## src/rtl/spi_bus_arbiter.sv

```systemverilog
// SPI mode-0 master sharing one SD-card bus between two byte-stream requesters.
// Whole transactions are granted round-robin; CS stays low until the byte flagged last.
module spi_bus_arbiter #(
  parameter int CLK_DIV = 2
) (
  input  logic        CLK,
  input  logic        RST_N,
  input  logic [1:0]  req_valid,
  input  logic [15:0] req_data,
  input  logic [1:0]  req_last,
  output logic [1:0]  req_ready,
  output logic [1:0]  resp_valid,
  output logic [7:0]  resp_data,
  output logic        busy,
  output logic        grant,
  output logic        sd_clk,
  output logic        sd_mosi,
  input  logic        sd_miso,
  output logic        sd_cs
);

  localparam int PW = (CLK_DIV < 1) ? 1 : $clog2(CLK_DIV + 1);
  localparam logic [PW-1:0] PH_LAST = PW'(CLK_DIV - 1);

  typedef enum logic [2:0] {
    S_IDLE, S_SETUP, S_LOAD, S_SHIFT, S_WAIT, S_HOLD, S_GAP
  } state_t;

  state_t          state_q, state_d;
  logic [PW-1:0]   phase_q, phase_d;
  logic [2:0]      bit_q, bit_d;
  logic            sd_clk_q, sd_clk_d;
  logic            sd_cs_q, sd_cs_d;
  logic            sd_mosi_q, sd_mosi_d;
  logic            busy_q, busy_d;
  logic            grant_q, grant_d;
  logic [1:0]      req_ready_q, req_ready_d;
  logic [1:0]      resp_valid_q, resp_valid_d;

  logic [6:0]      tx_q, tx_d;
  logic [7:0]      rx_q, rx_d;
  logic            last_q, last_d;
  logic [7:0]      resp_data_q, resp_data_d;

  logic [7:0]      sel_byte;
  logic            sel_last;
  logic            accept;
  logic            phase_done;

  assign sel_byte   = grant_q ? req_data[15:8] : req_data[7:0];
  assign sel_last   = grant_q ? req_last[1] : req_last[0];
  assign accept     = req_ready_q[grant_q] & req_valid[grant_q];
  assign phase_done = (phase_q == PH_LAST);

  always_comb begin
    state_d      = state_q;
    phase_d      = phase_q;
    bit_d        = bit_q;
    sd_clk_d     = sd_clk_q;
    sd_cs_d      = sd_cs_q;
    sd_mosi_d    = sd_mosi_q;
    busy_d       = busy_q;
    grant_d      = grant_q;
    req_ready_d  = 2'b00;
    resp_valid_d = 2'b00;
    tx_d         = tx_q;
    rx_d         = rx_q;
    last_d       = last_q;
    resp_data_d  = resp_data_q;

    case (state_q)
      S_IDLE: begin
        if (|req_valid) begin
          // On a tie the requester that did not hold the previous grant wins
          grant_d = (req_valid == 2'b11) ? ~grant_q : req_valid[1];
          busy_d  = 1'b1;
          sd_cs_d = 1'b0;
          phase_d = '0;
          state_d = S_SETUP;
        end
      end
      S_SETUP: begin
        if (phase_done) begin
          phase_d              = '0;
          state_d              = S_LOAD;
          req_ready_d[grant_q] = req_valid[grant_q];
        end else begin
          phase_d = phase_q + 1'b1;
        end
      end
      S_LOAD, S_WAIT: begin
        if (accept) begin
          tx_d      = sel_byte[6:0];
          last_d    = sel_last;
          sd_mosi_d = sel_byte[7];
          phase_d   = '0;
          bit_d     = 3'd0;
          state_d   = S_SHIFT;
        end else begin
          state_d              = S_WAIT;
          req_ready_d[grant_q] = req_valid[grant_q];
        end
      end
      S_SHIFT: begin
        if (!phase_done) begin
          phase_d = phase_q + 1'b1;
        end else begin
          phase_d = '0;
          if (!sd_clk_q) begin
            sd_clk_d = 1'b1;
            rx_d     = {rx_q[6:0], sd_miso};
          end else begin
            sd_clk_d = 1'b0;
            if (bit_q == 3'd7) begin
              bit_d                 = 3'd0;
              resp_valid_d[grant_q] = 1'b1;
              resp_data_d           = rx_q;
              if (last_q) begin
                state_d = S_HOLD;
              end else begin
                // Pre-arm ready so a waiting byte is taken alongside the response
                state_d              = S_LOAD;
                req_ready_d[grant_q] = req_valid[grant_q];
              end
            end else begin
              bit_d     = bit_q + 3'd1;
              sd_mosi_d = tx_q[6];
              tx_d      = {tx_q[5:0], 1'b0};
            end
          end
        end
      end
      S_HOLD: begin
        if (phase_done) begin
          phase_d   = '0;
          sd_cs_d   = 1'b1;
          sd_mosi_d = 1'b1;
          state_d   = S_GAP;
        end else begin
          phase_d = phase_q + 1'b1;
        end
      end
      S_GAP: begin
        if (phase_done) begin
          phase_d = '0;
          busy_d  = 1'b0;
          state_d = S_IDLE;
        end else begin
          phase_d = phase_q + 1'b1;
        end
      end
      default: state_d = S_IDLE;
    endcase
  end

  always_ff @(posedge CLK or negedge RST_N) begin
    if (!RST_N) begin
      state_q      <= S_IDLE;
      phase_q      <= '0;
      bit_q        <= 3'd0;
      sd_clk_q     <= 1'b0;
      sd_cs_q      <= 1'b1;
      sd_mosi_q    <= 1'b1;
      busy_q       <= 1'b0;
      grant_q      <= 1'b1;
      req_ready_q  <= 2'b00;
      resp_valid_q <= 2'b00;
    end else begin
      state_q      <= state_d;
      phase_q      <= phase_d;
      bit_q        <= bit_d;
      sd_clk_q     <= sd_clk_d;
      sd_cs_q      <= sd_cs_d;
      sd_mosi_q    <= sd_mosi_d;
      busy_q       <= busy_d;
      grant_q      <= grant_d;
      req_ready_q  <= req_ready_d;
      resp_valid_q <= resp_valid_d;
    end
  end

  always_ff @(posedge CLK) begin
    tx_q        <= tx_d;
    rx_q        <= rx_d;
    last_q      <= last_d;
    resp_data_q <= resp_data_d;
  end

  assign req_ready  = req_ready_q;
  assign resp_valid = resp_valid_q;
  assign resp_data  = resp_data_q;
  assign busy       = busy_q;
  assign grant      = grant_q;
  assign sd_clk     = sd_clk_q;
  assign sd_mosi    = sd_mosi_q;
  assign sd_cs      = sd_cs_q;

endmodule

```

## config.mk

```make
export PLATFORM = sky130hd
export DESIGN_NAME = spi_bus_arbiter
export DESIGN_NICKNAME = d
export VERILOG_FILES = /design/src/rtl/spi_bus_arbiter.sv
export SDC_FILE = /design/constraint.sdc
export NUM_CORES = 1
export LEC_CHECK = 0
export BUFFER_PORTS_ARGS = -buffer_cell sky130_fd_sc_hd__buf_4
export CORE_MARGIN = 5
export CORE_UTILIZATION = 49
export CTS_CLUSTER_DIAMETER = 150
export DETAILED_ROUTE_END_ITERATION = 10
export PLACE_DENSITY = 0.85
export SETUP_SLACK_MARGIN = 0.2
export SYNTH_ARGS = -nofsm -noshare
export SYNTH_HDL_FRONTEND = slang
export SYNTH_SLANG_ARGS = --single-unit
export TNS_END_PERCENT = 10
```

## constraint.sdc

```tcl
create_clock -name CLK -period 1.8 [get_ports CLK]
set_input_delay 0.18 -clock CLK [delete_from_list [all_inputs] [get_ports CLK]]
set_output_delay 0.18 -clock CLK [all_outputs]
set_load 0.03 [all_outputs]
```

Yosys cells after proc, flatten, opt, wreduce, memory -nomap -nowiden

Index checks and enable logic that the tools add are counted.

Reduce and logical (&&, ||, !) cells: 22
Muxes and demuxes: 56
$lt $le $gt $ge: 2
Eq/ne operators: 18
Bitwise operators: 4
Add/sub/neg operators: 2

Operator list:

| cell                                                | count |
|---|---|
| two-way mux 3 bit                                   | 13 |
| two-way mux 7 bit                                   | 4 |
| two-way mux 2 bit                                   | 13 |
| != test 2 bit, second input constant                | 9 |
| one-hot mux 3 bit (6 select lines)                  | 1 |
| two-way mux 1 bit                                   | 16 |
| one-hot mux 7 bit (2 select lines)                  | 1 |
| equality test 3 bit, second input constant          | 4 |
| one-hot mux 2 bit (3 select lines)                  | 2 |
| AND reduction 3 bit                                 | 4 |
| two-way mux 8 bit                                   | 1 |
| AND reduction 4 bit                                 | 2 |
| AND reduction 7 bit                                 | 1 |
| equality test 3 x 2 -> 1 bit, second input constant | 2 |
| one-hot mux 3 bit (2 select lines)                  | 1 |
| AND reduction 2 bit                                 | 3 |
| AND reduction 6 bit                                 | 1 |
| nonzero test 2 bit                                  | 3 |
| nonzero test 3 bit                                  | 2 |
| AND reduction 5 bit                                 | 1 |
| one-hot mux 1 bit (2 select lines)                  | 2 |
| OR reduction 2 bit                                  | 2 |
| OR reduction 4 bit                                  | 1 |
| adder 3 x 1 -> 3 bit, second input constant         | 1 |
| 13 further kinds                                    | 14 |

Flip-flop bits (word level): 41
Logic and storage cells: 118
Output and inout port bits: 17
Input port bits: 23

Longest topological paths before layout

Depth after elaboration: 10
Gate-level depth with buffers: 6
Depth with buffers taken out: 6

Least setup slack after synthesis

Ideal clock, no wire load.

Path kind: register -> register
Start: register grant_q, in the netlist grant
End: register tx_q[0], enable pin
Data required time: 1475 ps
Period minus slack after synthesis: 1790 ps
Setup time: 325 ps
Path buffers: 1
Data arrival time: 1465 ps
Path slack: 10 ps
Stages on the path, launching flop included: 6
Cell sequence: dfstp_2 buf_6 nand3_1 and2_4 o22ai_1 a22o_1

Longest elaborated chain between the ends: 5
Elaborated cells between the ends (all ways): 7
Those cells by class: 1 x eq/ne; 4 x mux; 1 x bitwise; 1 x reduce/logical

Ends and longest elaborated chain:

| element                                              | RTL line | RTL |
|---|---|---|
| start, declared                                      | 36       | `logic grant_q, grant_d;` |
| start signal, assigned                               | 176      | `grant_q <= grant_d;` |
| two-way mux 1 bit (implied by the code) (2 in a row) | 52       | `assign accept = req_ready_q[grant_q] & req_valid[grant_q];` |
| AND 1 bit *                                          | 52       |  |
| != test 2 bit (no source line) *                     | -        |  |
| AND reduction 5 bit (no source line) *               | -        |  |
| end signal, assigned                                 | 183      | `tx_q <= tx_d;` |
| end, declared                                        | 40       | `logic [6:0] tx_q, tx_d;` |

Mark *: on every way between the ends. The rest lies on a longest branch, timed or not. The select of a mux whose other input is x is not followed.
A chain may end at the register's enable or synchronous reset.

Worst setup path after layout

Start: register grant_q, in the netlist grant
End: register tx_q[6], enable pin

Same word-level chain as after synthesis.

==> tab_implementation.tex <==
\begin{tabular}{lr}
\hline
Metric & Value \\
\hline
\multicolumn{2}{l}{\textbf{Floorplanning}} \\
Area inside the core boundary & 3970 sq um \\
Standard-cell row count & 23 \\
Initial core utilization & 0.505 \\
Die Span Y & 74.0 microns \\
Floorplan die area & 5470 sq um \\
Die width & 74.0 microns \\
I/O pins & 40 \\
\multicolumn{2}{l}{\textbf{Yosys}} \\
Multiplexer fraction of the synthesized cell area & 0.0593 \\
Yosys synthesis warning count & 0 \\
Number of synthesized flops with an enable pin & 24 \\
Mapped Avg Cell Area & 12.1 sq um \\
Top cells by area, synth & edfxtp\_1 (36\%), dfrtp\_1 (17\%), a21oi\_1 (5.7\%) \\
Cell type with the highest aggregate area in the netlist & edfxtp\_1 \\
Fraction of the mapped netlist area in compound gates & 0.158 \\
Cells after synthesis & about 170 \\
Number of nets produced by synthesis & 190 \\
Post-Syn Area & approximately 2000 sq um \\
Share of Yosys cell area claimed by the top area cell type & 0.360 \\
Largest family of logic cells by synthesized area & compound AO/OA/AOI/OAI gates \\
Synth Area in Simple Gates & 0.143 \\
Main flop type after synthesis & edfxtp\_1 \\
Async set-or-reset flop fraction in the synthesized netlist & 0.415 \\
Post-synthesis share of cell area spent on xor and xnor gates & 0.00437 \\
Sequential fraction of the synthesis area & 0.574 \\
Number of different library cells in the post-synthesis netlist & 48 \\
Share of synthesized cell area in full adder, half adder and majority cells & 0.0181 \\
Post-synthesis sequential element count & 41 \\
\multicolumn{2}{l}{\textbf{Placed design}} \\
Global placement routability congestion & about 0.84 \\
PortBufs & 39 \\
HPWL after detailed placement & 3.27 mm \\
Placed Cells & between 200 and 300 \\
\multicolumn{2}{l}{\textbf{Detailed routing}} \\
Vias per std cell & 5.74 \\
Post-Route WL & 4.52 mm \\
Number of DRC violations after detailed-routing iteration 0 & 69 \\
Iteration count of the initial detailed-routing pass & 4 \\
DR DRC count & 0 \\
Vias after detailed routing & 1539 \\
Final antenna-violating net count & 0 \\
Routed len/inst & 16.9 microns \\
\multicolumn{2}{l}{\textbf{Finish}} \\
Final core occ & 0.651 \\
Share of layout cells above drive strength 1 & 0.427 \\
Growth of design area from synthesis to finish & 29.0\% \\
Net count, final & 242 \\
Number of diodes added for antenna fixing & 0 \\
Layout Cells excl Fill & approximately 270 \\
\multicolumn{2}{l}{\textbf{Timing}} \\
Slew @ Worst Pin & 308 ps \\
Remaining max-slew budget at the tightest pin & 0.795 \\
Max Clock Skew & between 4 and 5 ps \\
Fin. Hold Viols & 0 \\
Max Clk Rate & 0.647 GHz \\
Total negative slack for setup checks & 0 ps \\
Number of failing setup endpoints in the final timing report & 0 \\
Setup repair after global routing missed its margin & false \\
Clock period minus worst slack & 1550 ps \\
Final worst-path cycle share & 0.859 \\
Number of slew-limit violations in the final report & 0 \\
\multicolumn{2}{l}{\textbf{Global routing}} \\
Total congestion overflow after global routing & 0 \\
Maximum number of pins on one net before global-route repair & 18 \\
First-pass GRT wire length & 7.29 mm \\
Via count of the first global-routing pass & 1533 \\
Number of antenna violations at the first check in global routing & 0 \\
Gr usage total & 0.178 \\
\multicolumn{2}{l}{\textbf{Flow run}} \\
Number of max-capacitance violations reported & 0 \\
\multicolumn{2}{l}{\textbf{Worst hold path}} \\
Hold Crit Depth & 1 \\
Hold/Removal Path Class & input pin to flip-flop \\
\multicolumn{2}{l}{\textbf{Status}} \\
Run status & complete, no violations \\
\multicolumn{2}{l}{\textbf{Power}} \\
Total power divided by cell area & 1460 nW/um\^{}2 \\
Total power consumption of the routed design & 0.00378 W \\
Worst VDD drop & 0.000783 V \\
Leakage power & 1.10 nW \\
\multicolumn{2}{l}{\textbf{Critical path}} \\
Worst Path Max Fanout & 7 \\
Worst Setup End Kind & flip-flop \\
Data arrival time of the critical path & $\sim$1600 ps \\
Critical path type & flip-flop to flip-flop \\
CP required & around 1900 ps \\
Kind of launch point of the worst setup path & flip-flop \\
R2R cell count & 4 \\
\multicolumn{2}{l}{\textbf{Clock network}} \\
TritonCTS clock tree & done \\
Worst skew pair latency & 300 ps \\
CTS Buf Count & 5 \\
Clock edge transition at the registers on the reported setup and hold paths & 80 ps \\
Number of sinks driven by the clock tree & 41 \\
Root buffer selected by CTS & clkbuf\_8 \\
Maximum root-to-sink buffer count & 2 \\
Number of H-tree levels & 2 \\
\hline
\end{tabular}
## flip-flops by register name (all words and copies together) (netlist names), 2 cells and up
name / flops
tx_q: 7
phase_q: 2
state_q: 3
req_ready: 2
bit_q: 3
resp_valid: 2
rx_q: 8
resp_data: 8
## logic make-up (layout without fill, tap and decap cells)
group,after synthesis,after routing
and+or+nand+nor,46,46
buffers and inverters,14,67
xor gates and xnor gates,1,1
adders and majority gates,3,3
DFF,41,41
muxes,11,11
AOI/OAI and AO/OA,49,49
## critical path, cell delays in order (launching register included)
cell      delay, ps
dfstp_2         600
nand3b_4        180
and2_4          180
o22ai_2          80
a22o_4          270
## worst paths after layout
path | slack (ps) | endpoint | startpoint
max | 250 | tx_q[6] | grant
min | 50 | rx_q[0] | sd_miso
max reg2reg | 250 | tx_q[6] | grant
min reg2reg | 450 | resp_data[7] | rx_q[7]
max in group asynchronous | 1240 | sd_cs | RST_N
min in group asynchronous | 280 | busy | RST_N
## routing by layer
| layer | wire length, microns | global-route usage | up-vias |
|---|---|---|---|
| met2 | 2360 | 0.308 | 65 |
| li1 | - | - | 723 |
| met3 | 354 | 0.0541 | 11 |
| met4 | 74 | 0.0584 | 0 |
| met1 | 1720 | 0.211 | 740 |
| met5 | 0 | 0 | - |
## final cells by class
type | instances | area, sq um
clock buffer | 5 | 68.8
clock inverter | 3 | 46.3
fill | 309 | 1390
sequential | 41 | 1150
multi-input combinational | 110 | 831
inverter | 5 | 18.8
timing repair buffer | 54 | 408
tap | 50 | 62.6
## cells in the mapped netlist (2+ instances only)
cell and n:
ha_1 2, mux2i_1 7, nand2b_1 6, edfxtp_1 24, dfstp_2 3, a22o_1 3
nor2b_1 2, inv_1 4, nand2_1 8, mux2_2 3, buf_4 2, dfrtp_1 14
buf_6 3, a21oi_1 23, a31oi_1 4, and2_1 5, o31ai_1 2, nor2_1 10
o22ai_1 4, nor3_1 3, buf_2 4, o21ai_0 3
## metrics by stage
stage / worst slack, ps / area, sq um / hold slack (ps)
after floorplan: 120 / 2020 / -116
after global placement: 171 / 2380 / 58.8
after detailed placement: 123 / 2380 / 67.1
after CTS: 183 / 2530 / 47.9
after global routing: 203 / 2590 / 37.5
final: 255 / 2590 / 54.3
## where the power goes
part           internal, W  total (W)  switching, W
Combinational     0.000756    0.00168      0.000922
Sequential         0.00119    0.00136      0.000165
Clock             0.000415   0.000746      0.000331
## cells in the final DEF (no fill, tap or decap), types with 2 or more instances in the layout
master / Yosys / routed
a21oi_1: 23 / 21
a21oi_2: 1 / 3
a22o_1: 3 / 2
a31oi_1: 4 / 4
and2_1: 5 / 4
and2_4: 1 / 2
buf_4: 2 / 53
clkbuf_8: 0 / 5
dfrtp_1: 14 / 13
dfstp_2: 3 / 3
edfxtp_1: 24 / 24
inv_1: 4 / 4
mux2_2: 3 / 3
mux2i_1: 7 / 7
nand2_1: 8 / 7
nand2_2: 1 / 2
nand2b_1: 6 / 5
nor2_1: 10 / 10
nor2b_1: 2 / 2
nor3_1: 3 / 2
o21ai_0: 3 / 3
o22ai_1: 4 / 3
o31ai_1: 2 / 2
## timing repair
| item | CTS | global route |
|---|---|---|
| endpoints found under the setup margin | 12 | 15 |
| hold buffers | 1 | 0 |
| resized for setup | 2 | 10 |
| endpoints found under the hold margin | 17 | 0 |
| buffers inserted | 3 | 1 |
| gates cloned | 0 | 0 |
| pin swaps | 3 | 2 |
No activity file was read; power rests on OpenSTA's default activity.
